==> src/rtl/alu_arbiter.sv <==
// alu_arbiter: round-robin sharing of one external combinational ALU among NUM_REQ requesters.
// Defining ALU_ARBITER_PERF_EN adds per-requester grant and wait counters.
module alu_arbiter #(
    parameter int NUM_REQ = 3
) (
    input  logic                  clk_i,
    input  logic                  rst_ni,
    input  logic [NUM_REQ-1:0]    req_valid_i,
    output logic [NUM_REQ-1:0]    req_ready_o,
    input  logic [NUM_REQ*4-1:0]  req_sel_i,
    input  logic [NUM_REQ*32-1:0] req_op1_i,
    input  logic [NUM_REQ*32-1:0] req_op2_i,
    output logic [NUM_REQ-1:0]    rsp_valid_o,
    input  logic [NUM_REQ-1:0]    rsp_ready_i,
    output logic [31:0]           rsp_result_o,
    output logic [3:0]            alu_sel_o,
    output logic [31:0]           alu_op1_o,
    output logic [31:0]           alu_op2_o,
    input  logic [31:0]           alu_result_i,
`ifdef ALU_ARBITER_PERF_EN
    output logic [NUM_REQ*32-1:0] grant_cnt_o,
    output logic [NUM_REQ*32-1:0] wait_cnt_o,
`endif
    output logic                  busy_o
);
    localparam int IDX_W = (NUM_REQ > 1) ? $clog2(NUM_REQ) : 1;
    localparam logic [IDX_W-1:0] LAST_IDX = IDX_W'(NUM_REQ - 1);

    typedef enum logic [1:0] {
        IDLE = 2'd0,
        EXEC = 2'd1,
        RESP = 2'd2
    } state_e;

    state_e               state_q;
    logic [IDX_W-1:0]     rr_ptr_q;
    logic [IDX_W-1:0]     grant_idx_q;
    logic [3:0]           sel_q;
    logic [31:0]          op1_q;
    logic [31:0]          op2_q;
    logic [31:0]          result_q;
    logic [NUM_REQ-1:0]   rsp_valid_q;
    logic                 busy_q;
    logic                 grant_found_s;
    logic [IDX_W-1:0]     grant_idx_s;
    logic [NUM_REQ-1:0]   grant_oh_s;
    logic                 rsp_done_s;

    function automatic logic [NUM_REQ-1:0] idx_to_onehot(input logic [IDX_W-1:0] idx);
        logic [NUM_REQ-1:0] oh;
        oh = '0;
        for (int k = 0; k < NUM_REQ; k++) begin
            oh[k] = (idx == IDX_W'(k));
        end
        return oh;
    endfunction

    // Round-robin search: first valid requester at or after rr_ptr_q, wrapping.
    always_comb begin
        logic [IDX_W-1:0] cand;
        cand          = '0;
        grant_found_s = 1'b0;
        grant_idx_s   = '0;
        for (int i = 0; i < NUM_REQ; i++) begin
            cand = IDX_W'((int'(rr_ptr_q) + i) % NUM_REQ);
            if (!grant_found_s && req_valid_i[cand]) begin
                grant_found_s = 1'b1;
                grant_idx_s   = cand;
            end else begin
                grant_found_s = grant_found_s;
            end
        end
    end

    // Ready is gated by reset so every output reads zero while rst_ni is low.
    always_comb begin
        grant_oh_s = '0;
        if (rst_ni && (state_q == IDLE) && grant_found_s) begin
            grant_oh_s = idx_to_onehot(grant_idx_s);
        end else begin
            grant_oh_s = '0;
        end
        rsp_done_s = (state_q == RESP) && rsp_ready_i[grant_idx_q];
    end

    // Transaction FSM with operand, result and response registers.
    always_ff @(posedge clk_i or negedge rst_ni) begin
        if (!rst_ni) begin
            state_q     <= IDLE;
            rr_ptr_q    <= '0;
            grant_idx_q <= '0;
            sel_q       <= 4'd0;
            op1_q       <= 32'd0;
            op2_q       <= 32'd0;
            result_q    <= 32'd0;
            rsp_valid_q <= '0;
            busy_q      <= 1'b0;
        end else begin
            case (state_q)
                IDLE: begin
                    if (grant_found_s) begin
                        sel_q       <= req_sel_i[{grant_idx_s, 2'b00} +: 4];
                        op1_q       <= req_op1_i[{grant_idx_s, 5'b00000} +: 32];
                        op2_q       <= req_op2_i[{grant_idx_s, 5'b00000} +: 32];
                        grant_idx_q <= grant_idx_s;
                        busy_q      <= 1'b1;
                        state_q     <= EXEC;
                    end else begin
                        state_q <= IDLE;
                    end
                end
                EXEC: begin
                    result_q    <= alu_result_i;
                    rsp_valid_q <= idx_to_onehot(grant_idx_q);
                    state_q     <= RESP;
                end
                RESP: begin
                    if (rsp_done_s) begin
                        rsp_valid_q <= '0;
                        busy_q      <= 1'b0;
                        rr_ptr_q    <= (grant_idx_q == LAST_IDX) ? '0 : grant_idx_q + IDX_W'(1);
                        state_q     <= IDLE;
                    end else begin
                        state_q <= RESP;
                    end
                end
                default: begin
                    rsp_valid_q <= '0;
                    busy_q      <= 1'b0;
                    state_q     <= IDLE;
                end
            endcase
        end
    end

`ifdef ALU_ARBITER_PERF_EN
    logic [NUM_REQ*32-1:0] grant_cnt_q;
    logic [NUM_REQ*32-1:0] wait_cnt_q;

    // Per-requester grant and stall counters, wrapping modulo 2^32.
    always_ff @(posedge clk_i or negedge rst_ni) begin
        if (!rst_ni) begin
            grant_cnt_q <= '0;
            wait_cnt_q  <= '0;
        end else begin
            for (int k = 0; k < NUM_REQ; k++) begin
                if (grant_oh_s[k]) begin
                    grant_cnt_q[k*32 +: 32] <= grant_cnt_q[k*32 +: 32] + 32'd1;
                end
                if (req_valid_i[k] && !grant_oh_s[k]) begin
                    wait_cnt_q[k*32 +: 32] <= wait_cnt_q[k*32 +: 32] + 32'd1;
                end
            end
        end
    end

    assign grant_cnt_o = grant_cnt_q;
    assign wait_cnt_o  = wait_cnt_q;
`endif

    assign req_ready_o  = grant_oh_s;
    assign rsp_valid_o  = rsp_valid_q;
    assign rsp_result_o = result_q;
    assign alu_sel_o    = sel_q;
    assign alu_op1_o    = op1_q;
    assign alu_op2_o    = op2_q;
    assign busy_o       = busy_q;

endmodule

==> config.mk <==
export PLATFORM = sky130hd
export DESIGN_NAME = alu_arbiter
export DESIGN_NICKNAME = d
export VERILOG_FILES = /design/src/rtl/alu_arbiter.sv
export SDC_FILE = /design/constraint.sdc
export NUM_CORES = 1
export LEC_CHECK = 0
export ABC_AREA = 1
export BUFFER_PORTS_ARGS = -buffer_cell sky130_fd_sc_hd__buf_2
export CAP_MARGIN = 20
export CORE_AREA = 5 5 132 134
export CTS_CLUSTER_DIAMETER = 80
export DETAILED_ROUTE_END_ITERATION = 12
export DIE_AREA = 0 0 137 139
export PLACE_DENSITY = 0.72
export SLEW_MARGIN = 40
export SYNTH_ARGS = -nofsm -noshare
export SYNTH_HDL_FRONTEND = slang
export SYNTH_SLANG_ARGS = --single-unit
export TNS_END_PERCENT = 30
==> constraint.sdc <==
create_clock -name clk_i -period 2.42 [get_ports clk_i]
set_input_delay 0 -clock clk_i [delete_from_list [all_inputs] [get_ports clk_i]]
set_output_delay 0 -clock clk_i [all_outputs]
set_load 0.1 [all_outputs]
==> results of run 1 <==
[per-stage QoR]
| step | instances | hold slack, ns | setup TNS, ns | utilization (%) |
|---|---|---|---|---|
| after floorplan | 834 | -0.2956 | -0.1132 | - |
| after global placement | 1371 | -0.01576 | 0 | 51.23 |
| after detailed placement | 1371 | -0.009864 | 0 | 51.23 |
| after CTS | 1549 | 0.0002411 | -0.03396 | 63.57 |
| after global routing | 1551 | 0.01960 | -0.01938 | 63.98 |
| final | 1554 | 0.01178 | 0 | 64.02 |
[flip-flops by register name (all words and copies together) (netlist names)]
signal,flops
rr_ptr_q,2
busy_o,1
state_q,2
rsp_result_o,32
alu_sel_o,4
alu_op2_o,32
grant_idx_q,2
rsp_valid_o,3
alu_op1_o,32
[what timing repair did]
action,CTS,global route
hold buffers,162,0
endpoints found under the setup margin,3,11
pin swaps,0,5
resized for setup,9,18
hold endpoints to repair,130,0
cloned,0,0
[critical path, delay by kind of cell (launching register included)]
family / cells / cell delay (ns)
AO/OA/AOI/OAI: 1 / 0.18
adder cells (fa/ha/maj): 1 / 0.31
buffers and inverters: 3 / 0.40
AND/OR/NAND/NOR: 5 / 0.63
flip-flops: 1 / 0.42
[cell families after synthesis]
kind of cell             count (synthesis)
AND/OR/NAND/NOR                        331
multiplexers                            32
flip-flops                             110
buffers and inverters                  205
AO/OA/AOI/OAI                          152
adder cells (fa/ha/maj)                  4
[metal layers]
metal,vias to the layer above,share of wire [%]
li1,3643,-
met1,3648,35
met2,539,49
met3,135,11
met4,4,5.5
met5,-,0.10
[cells in the final DEF (no fill, tap or decap), types with 2 or more instances in the layout]
cell and n:
buf_12 11, nor2_1 74, ha_4 2, clkbuf_16 9, a21oi_1 137, nand3_1 148
ha_1 2, buf_2 346, nand2_2 8, o21ai_0 12, buf_4 13, mux2_2 32
inv_6 2, inv_1 146, nand2_4 3, diode_2 5, nand3_2 3, nand2_1 90
dfrtp_2 2, clkinv_2 2, dfrtp_1 108, inv_2 7, nor2_4 2, bufinv_16 2
dlygate4sd3_1 161
[layout make-up]
type,count,share of cell area (%)
Timing Repair Buffer,531,35.36
Sequential cell,110,26.61
Multi-Input combinational cell,519,26.60
Inverter,153,5.547
Tap cell,220,2.659
Clock buffer,9,2.175
Clock inverter,7,0.9305
Antenna cell,5,0.1208
[path summary, 6_finish.rpt]
path / startpoint / cells after the start / endpoint
setup / recovery: rr_ptr_q[0]$_DFFE_PN0P_ / 10 / req_ready_o[0]
hold / removal: req_op1_i[50] / 5 / alu_op1_o[18]$_DFFE_PN0P_
setup reg to reg: rr_ptr_q[0]$_DFFE_PN0P_ / 13 / alu_op1_o[16]$_DFFE_PN0P_
hold reg to reg: rsp_result_o[5]$_DFFE_PN0P_ / 1 / rsp_result_o[5]$_DFFE_PN0P_
max in group asynchronous: rst_ni / 3 / rr_ptr_q[1]$_DFFE_PN0P_
min in group asynchronous: rst_ni / 3 / alu_op2_o[30]$_DFFE_PN0P_
==> reports/results.txt, run 1 <==
Status - finished clean
Synth Area in Adders - 0.8008%
Min Tclk post-route - 2.304 ns
M1 GR Usage - 29.94%
Max Root-Sink Buffers - 2
Top cells by count, synth - 150 x inv_1, 149 x nand3_1, 137 x a21oi_1, 110 x dfrtp_1, 94 x nand2_1
Seq cells post-synth - 110
Pre-CTS WS - 0.08848 ns
Number of nets still failing antenna checks after routing - 0
Crit-path max FO - 7
Initial core utilization - 38.65%
Maxcap violations - 0
CP max-delay cell - dfrtp_2
1st-iter DRT viols - 428
Final setup violation count - 0
Mux contribution to synthesized area - 5.766%
GRT Max-Usage Layer - met2
Vias/cell - 5.128
Async S/R FF share, synth - 100.0%
Layout cells sized above 1 - 33.86%
Count leader, synth - inv_1
Core area - 16170 µm²
Routing usage on met2 - 45.26%
Die ar. - 19040 µm²
Post-DP Area - 8284 µm²
Crit. End Element - primary output
Worst-Skew Late Latency - 0.35 ns
DR DRC count - 0
Die W - 137 µm
Hold Fails Final Rpt - 0
DR pass1 iterations - 5
Crit-path cells - inv_2, ha_4, nand3_1, a21boi_2, nand3_1, nand2_2, inv_2, nand2_4, nor3_4, buf_12
Setup ws final - 0.1163 ns
Synth top area share - 44.04%
CTS Root Cell - clkbuf_16
Critical Path RT - 2.42 ns
CP Class - flop to primary output
Max incr delay on CP - 0.42 ns
CTS buffer count - 9
Worst Max-Slew Pin Slew - 0.5533 ns
Layout area overhead - 65.67%
Relative slew slack - 63.37%
DP Wirelength - 16620 µm
Die height - 139 µm
Multi-input logic area - 2754 µm²
First-pass GRT wire length - 41300 µm
CTS tree - done
Seq/Total Area, Yosys - 44.04%
Synth Flop Type - dfrtp_1
Row cnt - 47
Final Max Tran Viols - 0
XOR/XNOR Fraction of Synth Area - 0%
RSZ-0062 raised after global routing - yes
Area of the mapped netlist - 6250 µm²
Fmax - 434.1 MHz
CP Launch Type - flop
Sequential cell area - 2755 µm²
GRT met3 Usage - 8.091%
Clk sink count - 110
Tcrit/Tclk final - 95.20%
Fillers - 1282
Total grt overflow - 0
DR vias - 7969
Routed WL per cell - 17.30 µm
Top cells by area, synth - dfrtp_1 44%, nand3_1 12%, a21oi_1 11%
Synth Area in Simple Gates - 23.60%
Post-synth EDFFs - 0
Final WL - 26890 µm
Combinational family with the most area after synthesis - simple AND/OR/NAND/NOR gates
Area fraction in compound gates after synthesis - 12.35%
Ports - 351
Clock skew - 0.01163 ns
GRT Total Usage - 27.13%
Mapped Nets - 1082
GPL Wtd Cong - 0.9183
Arrival @ worst endpoint - 2.30 ns
Antenna violations before repair - 4
# nets final - 1572
Vias in the first global route - 8289
Synth cell types - 22
# port buffers - 350
Setup bufs post-CTS - 0
Worst reg2reg setup slack - 0.19 ns
Fin area - 10350 µm²
Class of the worst hold path - primary input to flop
Largest net degree at the start of global routing - 80
Worst-path clk slew - 0.08 ns
H-tree depth - 3
Post-Synthesis Cells - 834
Synthesis Warnings - 0
Cell taking the most area after synthesis - dfrtp_1
Syn avg cell area - 7.494 µm²
Power of run 1 is left out: the tool's default activity adds up to more than one toggle a clock period on the data nets, which glitch-free logic cannot reach.
==> run 2: changes to the inputs <==
--- a/config.mk
+++ b/config.mk
@@ -8,11 +8,12 @@
 export ABC_AREA = 1
 export BUFFER_PORTS_ARGS = -buffer_cell sky130_fd_sc_hd__buf_2
 export CAP_MARGIN = 20
-export CORE_AREA = 5 5 132 134
+export CORE_MARGIN = 5
+export CORE_UTILIZATION = 40
 export CTS_CLUSTER_DIAMETER = 80
 export DETAILED_ROUTE_END_ITERATION = 12
-export DIE_AREA = 0 0 137 139
-export PLACE_DENSITY = 0.72
+export PLACE_DENSITY = 0.74
+export SKIP_CTS_REPAIR_TIMING = 1
 export SLEW_MARGIN = 40
 export SYNTH_ARGS = -nofsm -noshare
 export SYNTH_HDL_FRONTEND = slang
==> run 2 against run 1 <==
The run now ends with hold timing left. Cell area decreased by 5.8%. Critical path depth increased by 1. Register-to-register slack got worse by 0.07 ns. Largest cell class unchanged.
==> reports/results.txt, run 2 (synthesis gave the netlist of run 1 again) <==
Status - complete, but fails checks (was finished clean)
Failing checks - hold timing
Crit-path max FO - 36 (was 7)
CP max-delay cell - dfrtp_2 (unchanged)
Core Util, Final - 63.95% (was 64.02%)
Routed WL per cell - 17.27 µm (was 17.30 µm)
H-tree depth - 3 (unchanged)
Die ar. - 18220 µm² (was 19040 µm²)
CP Launch Type - flop (unchanged)
Hold Crit Endpoint - alu_op2_o[17]$_DFFE_PN0P_ (was alu_op1_o[18]$_DFFE_PN0P_)
Die W - 135.0 µm (was 137 µm)
Row cnt - 45 (was 47)
# nets final - 1514 (was 1572)
Worst reg2reg setup slack - 0.12 ns (was 0.19 ns)
Maxcap violations - 0 (unchanged)
Layout area overhead - 56.14% (was 65.67%)
R2R depth - 12 (was 13)
Crit. End Element - primary output (unchanged)
Hold Path Origin - req_op2_i[81] (was req_op1_i[50])
Vias in the first global route - 6785 (was 8289)
Antenna violations before repair - 2 (was 4)
Max Root-Sink Buffers - 2 (unchanged)
DR vias - 7599 (was 7969)
Crit-path cells - inv_2, ha_1, o21ai_2, nand2_4, nand2_2, nor2_4, nand2_1, nand2_4, buf_12, nor3_4, buf_12 (was inv_2, ha_4, nand3_1, a21boi_2, nand3_1, nand2_2, inv_2, nand2_4, nor3_4, buf_12)
CP Class - flop to primary output (unchanged)
GRT Total Usage - 23.54% (was 27.13%)
Arrival @ worst endpoint - 2.37 ns (was 2.30 ns)
Minimum hold slack - -0.04916 ns (was 0.01178 ns)
Hold Path Cell Cnt - 3 (was 5)
Worst-path clk slew - 0.08 ns (about the same)
1st-iter DRT viols - 483 (was 428)
Pre-CTS WS - 0.1415 ns (was 0.08848 ns)
DR pass1 iterations - 6 (was 5)
Critical Path RT - 2.42 ns (about the same)
CTS buffer count - 9 (unchanged)
Number of nets still failing antenna checks after routing - 0 (unchanged)
Tcrit/Tclk final - 98.09% (was 95.20%)
Min Tclk post-route - 2.374 ns (was 2.304 ns)
Core area - 15260 µm² (was 16170 µm²)
Setup ws final - 0.04616 ns (was 0.1163 ns)
Clock skew - 0.007576 ns (was 0.01163 ns)
DR DRC count - 0 (unchanged)
CTS tree - done (unchanged)
Ports - 351 (unchanged)
Fmax - 421.3 MHz (was 434.1 MHz)
DP Wirelength - 16480 µm (was 16620 µm)
Class of the worst hold path - primary input to flop (unchanged)
Layout cells sized above 1 - 35.17% (was 33.86%)
First-pass GRT wire length - 34200 µm (was 41300 µm)
Die height - 135.0 µm (was 139 µm)
Final Max Tran Viols - 0 (unchanged)
Clk sink count - 110 (unchanged)
Worst-Skew Late Latency - 0.35 ns (about the same)
Hold Fails Final Rpt - 38 (was 0)
GPL Wtd Cong - 0.8833 (was 0.9183)
Final WL - 25610 µm (was 26890 µm)
Worst r2r dst - alu_op2_o[31]$_DFFE_PN0P_ (was alu_op1_o[16]$_DFFE_PN0P_)
Most frequent cells in the layout - 346 x buf_2, 149 x nand3_1, 146 x inv_1 (was 346 x buf_2, 161 x dlygate4sd3_1, 148 x nand3_1)
Most common cell after layout, fill and taps aside - buf_2 (unchanged)
Worst r2r src - rr_ptr_q[1]$_DFFE_PN0P_ (was rr_ptr_q[0]$_DFFE_PN0P_)
Max incr delay on CP - 0.42 ns (about the same)
# port buffers - 350 (unchanged)
CTS Root Cell - clkbuf_16 (unchanged)
Total grt overflow - 0 (unchanged)
Worst Max-Slew Pin Slew - 0.6239 ns (was 0.5533 ns)
Largest net degree at the start of global routing - 111 (was 80)
Relative slew slack - 58.41% (was 63.37%)
Initial core utilization - 40.96% (was 38.65%)
Vias/cell - 5.124 (was 5.128)
Final setup violation count - 0 (unchanged)
[run 2: layer usage]
metal / global-route usage [%] / share of wire (%) / wire, µm / vias up
li1: - / - / - / 3529
met1: 26.76 / 37 / 9349 / 3484
met2: 40.97 / 49 / 12580 / 493
met3: 7.638 / 11 / 2740 / 89
met4: 9.462 / 3.6 / 919 / 4
met5: 0 / 0.059 / 15 / -
[run 2: worst max path at each step]
stage | startpoint | to | slack (ns) | depth (start not counted)
6_report | rr_ptr_q[1]$_DFFE_PN0P_ | req_ready_o[0] | 0.05 | 11
5_1_grt | rr_ptr_q[1]$_DFFE_PN0P_ | alu_op2_o[16]$_DFFE_PN0P_ | -0.05 | 12
2_1_floorplan | rr_ptr_q[0]$_DFFE_PN0P_ | req_ready_o[1] | -0.10 | 9
3_3_place_gp | rr_ptr_q[0]$_DFFE_PN0P_ | alu_op1_o[25]$_DFFE_PN0P_ | 0.23 | 14
3_5_place_dp | rr_ptr_q[0]$_DFFE_PN0P_ | alu_sel_o[0]$_DFFE_PN0P_ | 0.14 | 13
4_1_cts | rr_ptr_q[0]$_DFFE_PN0P_ | req_ready_o[2] | -0.20 | 13
[run 2: critical path: cells and delay by family, from the launching register on]
kind,cells,cell delay [ns]
AND/OR/NAND/NOR,6,0.66
AO/OA/AOI/OAI,1,0.26
buffers and inverters,3,0.45
adder cells (fa/ha/maj),1,0.22
flip-flops,1,0.42
[run 2: area by class of cell]
cell class                 count  area (µm²)
antenna                        1       2.502
clock buffer                  10       229.0
clock inverter                 6       72.57
fill                        1243        5500
inverter                     153       576.8
multi-input combinational    519        2738
sequential                   110        2755
tap                          211       264.0
timing repair buffer         473        3120
[run 2: per-stage QoR]
stage          hold slack, ns  TNS [ns]  area (µm²)  cells
6_report             -0.04916         0        9758   1483
2_1_floorplan         -0.2956   -0.1132        6270    834
5_1_grt             -0.005131   -0.4161        9756   1482
3_3_place_gp           0.1983         0        8273   1357
3_5_place_dp           0.1975         0        8273   1357
4_1_cts               -0.1895   -0.4020        8574   1373
Power of run 2 is left out for the same reason.
